File: src/rtl/sequential_divider_32x16_if.sv
// Handshake and data bundle between the datapath controller and the divider.
//   master : controller side, drives start/dividend/divisor and observes results
//   slave  : divider side, samples operands and drives ready/done/results/flags
interface sequential_divider_32x16_if #(
    parameter int unsigned DIVIDEND_W = 32,
    parameter int unsigned DIVISOR_W  = 16
);
    logic                  start;
    logic [DIVIDEND_W-1:0] dividend;
    logic [DIVISOR_W-1:0]  divisor;
    logic                  ready;
    logic                  done;
    logic [DIVIDEND_W-1:0] quotient;
    logic [DIVISOR_W-1:0]  remainder;
    logic                  div_by_zero;
    logic                  check_err;

    modport master (
        output start, dividend, divisor,
        input  ready, done, quotient, remainder, div_by_zero, check_err
    );

    modport slave (
        input  start, dividend, divisor,
        output ready, done, quotient, remainder, div_by_zero, check_err
    );
endinterface

File: src/rtl/sequential_divider_32x16.sv
// Multi-cycle unsigned restoring divider: DIVIDEND_W-bit dividend by DIVISOR_W-bit
// divisor, one quotient bit per clock, start/ready/done handshake.
//   clk   : rising-edge clock
//   rst_n : synchronous active-low reset
//   bus   : slave modport carrying start/dividend/divisor in and
//           ready/done/quotient/remainder/div_by_zero/check_err out
// Optional macro SEQ_DIV_SELF_CHECK_EN adds a q*d+r == dividend, r < d checker
// driving check_err; without it check_err is constant 0.
module sequential_divider_32x16 #(
    parameter int unsigned DIVIDEND_W = 32,
    parameter int unsigned DIVISOR_W  = 16
) (
    input  logic                        clk,
    input  logic                        rst_n,
    sequential_divider_32x16_if.slave   bus
);
    localparam int unsigned CNT_W  = $clog2(DIVIDEND_W);
    localparam int unsigned TRIAL_W = DIVISOR_W + 1;

    typedef enum logic [1:0] {
        S_IDLE = 2'd0,
        S_RUN  = 2'd1,
        S_DONE = 2'd2
    } state_e;

    state_e                state_q, state_d;
    logic [DIVIDEND_W-1:0] shift_q, shift_d;
    logic [DIVISOR_W-1:0]  rem_q, rem_d;
    logic [CNT_W-1:0]      cnt_q, cnt_d;
    logic [DIVISOR_W-1:0]  dvsr_q, dvsr_d;
    logic                  dz_q, dz_d;
    logic                  ready_q, ready_d;
    logic                  done_q, done_d;
    logic [DIVIDEND_W-1:0] quot_q, quot_d;
    logic [DIVISOR_W-1:0]  remo_q, remo_d;
    logic                  dzo_q, dzo_d;

    logic [TRIAL_W-1:0]    trial;
    logic [TRIAL_W-1:0]    dvsr_ext;
    logic                  ge;

`ifdef SEQ_DIV_SELF_CHECK_EN
    localparam int unsigned PROD_W = DIVIDEND_W + DIVISOR_W;
    logic [DIVIDEND_W-1:0] dvnd_q, dvnd_d;
    logic                  chk_q, chk_d;
    logic [PROD_W-1:0]     recon;
    logic                  chk_fail;

    // Reconstruct the dividend from the final quotient/remainder.
    always_comb begin
        recon    = PROD_W'(shift_q) * PROD_W'(dvsr_q) + PROD_W'(rem_q);
        chk_fail = (recon != PROD_W'(dvnd_q)) || (rem_q >= dvsr_q);
    end
`endif

    // One restoring step: bring in the next dividend bit and trial-subtract.
    always_comb begin
        trial    = {rem_q, shift_q[DIVIDEND_W-1]};
        dvsr_ext = {1'b0, dvsr_q};
        ge       = (trial >= dvsr_ext);
    end

    // Next-state and registered-output logic.
    always_comb begin
        state_d = state_q;
        shift_d = shift_q;
        rem_d   = rem_q;
        cnt_d   = cnt_q;
        dvsr_d  = dvsr_q;
        dz_d    = dz_q;
        done_d  = 1'b0;
        quot_d  = quot_q;
        remo_d  = remo_q;
        dzo_d   = dzo_q;
`ifdef SEQ_DIV_SELF_CHECK_EN
        dvnd_d  = dvnd_q;
        chk_d   = chk_q;
`endif
        unique case (state_q)
            S_IDLE: begin
                if (bus.start) begin
                    dvsr_d = bus.divisor;
                    dzo_d  = 1'b0;
`ifdef SEQ_DIV_SELF_CHECK_EN
                    dvnd_d = bus.dividend;
                    chk_d  = 1'b0;
`endif
                    if (bus.divisor != '0) begin
                        shift_d = bus.dividend;
                        rem_d   = '0;
                        cnt_d   = CNT_W'(DIVIDEND_W - 1);
                        dz_d    = 1'b0;
                        state_d = S_RUN;
                    end else begin
                        // Divide by zero: saturate quotient, pass low dividend bits through.
                        shift_d = '1;
                        rem_d   = bus.dividend[DIVISOR_W-1:0];
                        dz_d    = 1'b1;
                        state_d = S_DONE;
                    end
                end
            end
            S_RUN: begin
                shift_d = {shift_q[DIVIDEND_W-2:0], ge};
                rem_d   = ge ? DIVISOR_W'(trial - dvsr_ext) : trial[DIVISOR_W-1:0];
                if (cnt_q == '0) begin
                    state_d = S_DONE;
                end else begin
                    cnt_d = cnt_q - CNT_W'(1);
                end
            end
            S_DONE: begin
                done_d  = 1'b1;
                quot_d  = shift_q;
                remo_d  = rem_q;
                dzo_d   = dz_q;
`ifdef SEQ_DIV_SELF_CHECK_EN
                chk_d   = !dz_q && chk_fail;
`endif
                state_d = S_IDLE;
            end
            default: state_d = S_IDLE;
        endcase
        ready_d = (state_d == S_IDLE);
    end

    // State and output registers, synchronous reset.
    always_ff @(posedge clk) begin
        if (!rst_n) begin
            state_q <= S_IDLE;
            shift_q <= '0;
            rem_q   <= '0;
            cnt_q   <= '0;
            dvsr_q  <= '0;
            dz_q    <= 1'b0;
            ready_q <= 1'b1;
            done_q  <= 1'b0;
            quot_q  <= '0;
            remo_q  <= '0;
            dzo_q   <= 1'b0;
`ifdef SEQ_DIV_SELF_CHECK_EN
            dvnd_q  <= '0;
            chk_q   <= 1'b0;
`endif
        end else begin
            state_q <= state_d;
            shift_q <= shift_d;
            rem_q   <= rem_d;
            cnt_q   <= cnt_d;
            dvsr_q  <= dvsr_d;
            dz_q    <= dz_d;
            ready_q <= ready_d;
            done_q  <= done_d;
            quot_q  <= quot_d;
            remo_q  <= remo_d;
            dzo_q   <= dzo_d;
`ifdef SEQ_DIV_SELF_CHECK_EN
            dvnd_q  <= dvnd_d;
            chk_q   <= chk_d;
`endif
        end
    end

    assign bus.ready       = ready_q;
    assign bus.done        = done_q;
    assign bus.quotient    = quot_q;
    assign bus.remainder   = remo_q;
    assign bus.div_by_zero = dzo_q;
`ifdef SEQ_DIV_SELF_CHECK_EN
    assign bus.check_err   = chk_q;
`else
    assign bus.check_err   = 1'b0;
`endif
endmodule

File: src/flat_wrapper.sv
// flat-port wrapper written by rule: the top's interface ports become plain ports
module sequential_divider_32x16_flat 
#(
    parameter int unsigned DIVIDEND_W = 32,
    parameter int unsigned DIVISOR_W  = 16
)
  (clk, rst_n, bus_start, bus_dividend, bus_divisor, bus_ready, bus_done, bus_quotient, bus_remainder, bus_div_by_zero, bus_check_err);
  sequential_divider_32x16_if #(.DIVIDEND_W(DIVIDEND_W), .DIVISOR_W(DIVISOR_W)) bus_i ();
  input  logic clk;
  input  logic rst_n;
  input wire logic [$bits(bus_i.start)-1:0] bus_start;
  input wire logic [$bits(bus_i.dividend)-1:0] bus_dividend;
  input wire logic [$bits(bus_i.divisor)-1:0] bus_divisor;
  output wire logic [$bits(bus_i.ready)-1:0] bus_ready;
  output wire logic [$bits(bus_i.done)-1:0] bus_done;
  output wire logic [$bits(bus_i.quotient)-1:0] bus_quotient;
  output wire logic [$bits(bus_i.remainder)-1:0] bus_remainder;
  output wire logic [$bits(bus_i.div_by_zero)-1:0] bus_div_by_zero;
  output wire logic [$bits(bus_i.check_err)-1:0] bus_check_err;
  assign bus_i.start = bus_start;
  assign bus_i.dividend = bus_dividend;
  assign bus_i.divisor = bus_divisor;
  assign bus_ready = bus_i.ready;
  assign bus_done = bus_i.done;
  assign bus_quotient = bus_i.quotient;
  assign bus_remainder = bus_i.remainder;
  assign bus_div_by_zero = bus_i.div_by_zero;
  assign bus_check_err = bus_i.check_err;
  sequential_divider_32x16 #(.DIVIDEND_W(DIVIDEND_W), .DIVISOR_W(DIVISOR_W)) u_core (.clk(clk), .rst_n(rst_n), .bus(bus_i));
endmodule
File: config.mk
export PLATFORM = sky130hd
export DESIGN_NAME = sequential_divider_32x16_flat
export DESIGN_NICKNAME = d
export VERILOG_FILES = /design/src/rtl/sequential_divider_32x16_if.sv /design/src/rtl/sequential_divider_32x16.sv /design/src/flat_wrapper.sv
export SDC_FILE = /design/constraint.sdc
export NUM_CORES = 1
export LEC_CHECK = 0
export CAP_MARGIN = 20
export CORE_ASPECT_RATIO = 1.75
export CORE_MARGIN = 1.5
export CORE_UTILIZATION = 49
export CTS_BUF_LIST = sky130_fd_sc_hd__clkbuf_4
export DETAILED_ROUTE_END_ITERATION = 8
export PLACE_DENSITY_LB_ADDON = 0.05
export REMOVE_ABC_BUFFERS = 1
export SETUP_SLACK_MARGIN = 0.1
export SYNTH_ARGS = -nofsm -noshare
export SYNTH_HDL_FRONTEND = slang
export SYNTH_SLANG_ARGS = --single-unit
export TNS_END_PERCENT = 100
File: constraint.sdc
create_clock -name clk -period 2.48 [get_ports clk]
set_input_delay 0.744 -clock clk [delete_from_list [all_inputs] [get_ports clk]]
set_output_delay 0.744 -clock clk [all_outputs]
set_load 0.01 [all_outputs]
======== Word level (Yosys, flattened, before mapping) ========
Cells that the tools add are included.
W data, S select, Z words.
storage, ports and cells
  bits of input ports ..................... 51
  flip-flop bits (word level) ............. 123
  word-level logic and storage cells ...... 48
  output and inout bits ................... 52
operators by class
  reductions and logical operators ........ 10
  equality and inequality tests ........... 5
  $add $sub $neg .......................... 2
  mux-type cells .......................... 19
  $lt $le $gt $ge ......................... 1
operators by type and width
  kind                   number
  $mux W32               2
  $pmux W32 S2           1
  $mux W16               3
  $pmux W16 S2           1
  $ge A17 B16 Y1         1
  $reduce_bool A16 Y1    1
  $sub A16 B16 Y16       1
  $mux W5                3
  $pmux W5 S2            1
  $mux W2                3
  $reduce_and A2 Y1      3
  $logic_not A5 Y1       1
  $sub A5 B1 Y5 const B  1
  $logic_not A2 Y1       2
  $ne A2 B2 Y1 const B   2
  $pmux W2 S2            1
  $reduce_and A4 Y1      1
  $reduce_bool A2 Y1     2
  $mux W1                3
  $eq A2 B1 Y1 const B   1
  $eq A2 B2 Y1 const B   1
  $ne A2 B1 Y1 const B   1
  $pmux W1 S2            1

======== Depth between registers and ports, before layout ========
  word-level depth ........................ 5
  gate-level depth with buffers ........... 11
  gate-level depth less buffers ........... 11

======== Worst setup path before layout ========
OpenSTA, ideal clock, no wires.
  path kind ............................... register to register
  from .................................... reg u_core.shift_q[31]
  to ...................................... reg u_core.rem_q[12]
  setup slack ............................. -58 ps
  arrival ................................. 2459 ps
  data required time ...................... 2400 ps
  stages on the path, launching flop included .. 12
  path buffers ............................ 0
  setup time .............................. 80 ps
  clock period less this slack ............ 2538 ps
  cell sequence ........................... dfxtp_1 > inv_1 > ha_1 > inv_1 > fa_1 > a211oi_1 > o21ai_1 > and4_1 > o31ai_1 > mux2i_1 > mux2i_1 > a211oi_2
between the ends
  longest elaborated chain between the ends .. 3
  elaborated cells on any way between the ends .. 4
  those cells by class .................... add/sub (1); order compare (1); mux (2)
RTL lines
  what                                                RTL line                                                         text
  start: declaration                                  sequential_divider_32x16.sv:27                                   logic [DIVIDEND_W-1:0] shift_q, shift_d;
  start signal: assignment                            sequential_divider_32x16.sv:147                                  shift_q <= shift_d;
  $sub A16 B16 Y16 or $ge A17 B16 Y1 (tied branches)  sequential_divider_32x16.sv:105, sequential_divider_32x16.sv:60
  $mux W16 (*)                                        sequential_divider_32x16.sv:105                                  rem_d = ge ? DIVISOR_W'(trial - dvsr_ext) : trial[DIVISOR_W-1:0];
  $pmux W16 S2 (*)                                    sequential_divider_32x16.sv:79                                   unique case (state_q)
  end signal: assignment                              sequential_divider_32x16.sv:148                                  rem_q <= rem_d;
  end: declaration                                    sequential_divider_32x16.sv:28                                   logic [DIVISOR_W-1:0] rem_q, rem_d;
Mark *: on every way between the ends. The rest lies on a longest branch, timed or not.
A chain may end at the register's enable or synchronous reset.

======== Worst setup path in the final report ========
Same ends and word-level chain as after synthesis.

==> results.py <==
metrics = {
    "cells_and_area": {
        "finalNonFillerCells": 954,
        "fillCellCount": 885,
        "register_area_um2": 2480,
        "final_area_um2": 7920,
        "multiInputGateArea_um2": 3050,
        "drive_gt1_frac": 0.223,
        "syn_to_final_growth_pct": 44.3,
        "nets": 877,
    },
    "critical_path": {
        "max_stage_delay_ps": 390,
        "cp_num_buf_inv": 2,
        "cp_num_cells": 11,
        "r2r-end": "u_core.rem_q[12]",
        "worstPathMaxFanout": 2,
        "r2r_slack_ps": -120,
        "timing.critical_path.slowest_stage_cell": "fa_2",
        "reg2reg_from": "u_core.shift_q[31]",
        "path_cells": "inv_2 -> ha_4 -> inv_2 -> fa_2 -> a211oi_2 -> o21ai_2 -> and4_1 -> o31ai_2 -> mux2i_1 -> mux2i_4 -> a211oi_2",
        "crit_required_ps": 2940,
        "end_kind": "register",
        "criticalPathCategory": "reg -> reg",
        "worstSetupStartpointType": "register",
        "cpLargestDelayFamily": "compound AO/OA/AOI/OAI gates",
        "ff2ff_path_depth": 11,
        "crit_arrival_ps": 3070,
    },
    "synthesis": {
        "syn_inst": 640,
        "synthDistinctLibCells": 56,
        "syn-cell-area_um2": 5490,
        "ys.flop_type": "dfxtp_1",
        "synth_area_per_cell_um2": 8.58,
        "synthArstFlopShare": 0,
        "yosysWarnings": 0,
        "yosys-top-cells-area": "dfxtp_1 (45%), a22o_1 (7.8%), nor3_1 (6.3%), nor2_1 (4.0%), ha_1 (3.9%)",
        "synth-edff-count": 0,
        "ys_ff_latch": 123,
        "synth_top_cell_area_share": 0.448,
        "synth_top_area_cell": "dfxtp_1",
        "yosysSeqAreaShare": 0.448,
    },
    "timing": {
        "min_period_ps": 2600,
        "finalSetupViolations": 7,
        "finalWorstSetupSlack_ps": -124,
        "rsz0062_at_grt": "yes",
        "max_freq_mhz": 384,
        "drv_slew": 0,
        "finClkSkew_ps": 29.2,
        "hold_viol_final": 0,
        "fin_crit_sh": 1.05,
    },
    "route": {
        "drc": 0,
        "via_count": 5627,
        "post_drt_wl_per_cell_um": 17.9,
        "firstDrtPassIters": 6,
        "drt_iter0_drc": 290,
        "ant_nets": 0,
        "routed_wl_um": 17100,
        "vias_per_cell": 5.90,
    },
    "pwr": {
        "pwr_density_cell_nw_per_um2": 1090,
        "p_sw_w": 0.00332,
        "internal-power_w": 0.00527,
        "pwr-share-seq": 0.285,
        "comb_power_share": 0.543,
        "switching_share": 0.387,
        "worst_ir_drop_vdd_uv": 840,
        "power_leakage_nw": 3.11,
        "p_clk_frac": 0.172,
    },
    "cts": {
        "clock_path_buffers": 2,
        "insertion_delay_ps": 550,
        "h-tree-depth": 4,
        "numCtsBuffers": 17,
        "cts_num_sinks": 123,
        "hold_buffers": 0,
        "tritoncts": "built",
        "root_buffer": "clkbuf_4",
        "path_clk_slew_ps": 130,
    },
    "placement": {
        "dpl-instance-area_um2": 7220,
        "io_buffers": 101,
        "hpwlAfterDp_um": 12000,
        "gp_congestion": 0.949,
        "place_inst": 909,
        "post-place-ws_ps": -433,
    },
    "floorplan": {
        "dieArea_um2": 11900,
        "die_x_um": 83.0,
        "std_cell_rows": 51,
        "ioPinCount": 103,
        "core_um2": 11000,
        "start_util": 0.498,
        "dieHeight_um": 143,
    },
    "grt": {
        "grt_antenna_before_repair": 1,
        "grt_overflow_total": 0,
        "grt_first_pass_wirelength_um": 27300,
        "grt_max_degree": 50,
        "grtUsageTotal": 0.290,
        "grt_pass1_vias": 5614,
    },
    "hold_path": {
        "hold_depth": 2,
        "holdPathEnd": "u_core.dvsr_q[2]",
        "hold_path.startpoint": "u_core.dvsr_q[2]",
        "hp-class": "reg -> reg",
    },
    "run_status": {
        "status": "finished, violations left",
        "violations": "setup timing",
    },
    "run": {
        "maxCapViolCount": 0,
    },
}
[kinds of logic after synthesis]
group,Yosys count,share of synthesized area
buffers and inverters,69,0.0499
muxes,11,0.0203
adders and majority gates,18,0.0424
and+or+nand+nor,219,0.185
DFF,123,0.448
other,1,0.000683
xor gates and xnor gates,12,0.0191
AOI/OAI and AO/OA,187,0.234
[cells in the final DEF, fill, tap and decap left out, types with 4 or more instances in the layout]
cell,synthesis,final
ha_4,0,8
a21oi_1,42,39
a211oi_1,5,4
clkbuf_4,0,18
a22oi_1,7,7
nand4_1,5,5
inv_6,0,4
buf_6,1,4
nor4_1,7,6
buf_4,2,79
mux2i_1,10,7
o22ai_1,10,9
o21ai_0,36,33
clkinv_4,0,4
nand2_1,49,47
dfxtp_1,123,111
nand2b_1,4,4
nand3_1,10,10
nor2_1,58,56
clkdlybuf4s50_1,0,101
nor3_1,69,69
buf_12,0,9
dfxtp_2,0,12
xor2_1,9,9
ha_1,17,8
a22o_1,49,49
inv_1,23,20
[cells in the mapped netlist (all sizes together), types with 10 or more instances]
library cell / count
dfxtp: 123
nor3: 69
nor2: 58
a22o: 49
nand2: 49
a21oi: 42
clkbuf: 39
o21ai: 38
inv: 23
ha: 17
mux2i: 10
nand3: 10
o22ai: 10
[through the flow]
| step | util | total power [W] | TNS (ps) | hold slack [ps] |
|---|---|---|---|---|
| CTS | 0.708 | 0.00838 | -9.67 | 464 |
| global placement | 0.654 | 0.00600 | -5940 | 443 |
| finish | 0.718 | 0.00860 | -265 | 461 |
| detailed placement | 0.654 | 0.00608 | -13250 | 447 |
| global route | 0.718 | 0.00904 | -1140 | 480 |
| floorplan | - | 0.00443 | -136920 | 432 |
[flip-flops by register name, summed over array words and instances (netlist names)]
register and cells:
u_core.bus.div_by_zero 1, u_core.bus.done 1, u_core.bus.quotient 32, u_core.bus.ready 1
u_core.bus.remainder 16, u_core.cnt_q 5, u_core.dvsr_q 16, u_core.dz_q 1
u_core.rem_q 16, u_core.shift_q 32, u_core.state_q 2
[worst reg2reg max path, cell delays in order (launching register included)]
cell and delay [ps]:
dfxtp_2 340, inv_2 70, ha_4 130, inv_2 40, fa_2 390, a211oi_2 290
o21ai_2 110, and4_1 180, o31ai_2 280, mux2i_1 350, mux2i_4 120, a211oi_2 240
[area by class of cell]
| cell class | count | share of cell area |
|---|---|---|
| multi-input combinational | 448 | 0.385 |
| sequential | 123 | 0.313 |
| timing repair buffer | 194 | 0.233 |
| tap | 132 | 0.0208 |
| clock inverter | 14 | 0.0204 |
| clock buffer | 18 | 0.0171 |
| inverter | 24 | 0.0114 |
| antenna | 1 | 0.000316 |
[power by group through the flow]
stage	Clock (W)	Combinational, W	Sequential, W
global route	0.00159	0.00497	0.00248
floorplan	0	0.00200	0.00243
detailed placement	0	0.00361	0.00247
global placement	0	0.00354	0.00246
CTS	0.00150	0.00444	0.00244
finish	0.00148	0.00467	0.00245
[worst max-delay path by stage]
stage                                     to               start
after floorplan           u_core.shift_q[12]           bus_start
after CTS                   u_core.rem_q[14]    u_core.dvsr_q[1]
final                       u_core.rem_q[12]  u_core.shift_q[31]
after global placement      u_core.rem_q[13]     bus_divisor[11]
after global routing        u_core.rem_q[12]  u_core.shift_q[31]
after detailed placement  u_core.shift_q[31]     bus_divisor[11]
[timing repair]
| action | in CTS | in global routing |
|---|---|---|
| gates resized for setup | 45 | 23 |
| endpoints found under the hold margin | 0 | 0 |
| gates cloned | 1 | 0 |
| buffers inserted | 7 | 5 |
| setup endpoints to repair | 17 | 18 |
| pin swaps | 20 | 13 |
[routing by layer]
layer | track usage | up-vias | share of wire
met1 | 0.296 | 2672 | 0.38
li1 | - | 2674 | -
met5 | 0 | - | 0
met3 | 0.0636 | 69 | 0.049
met2 | 0.538 | 212 | 0.52
met4 | 0.166 | 0 | 0.049
Power figures use the tool's default switching activity.
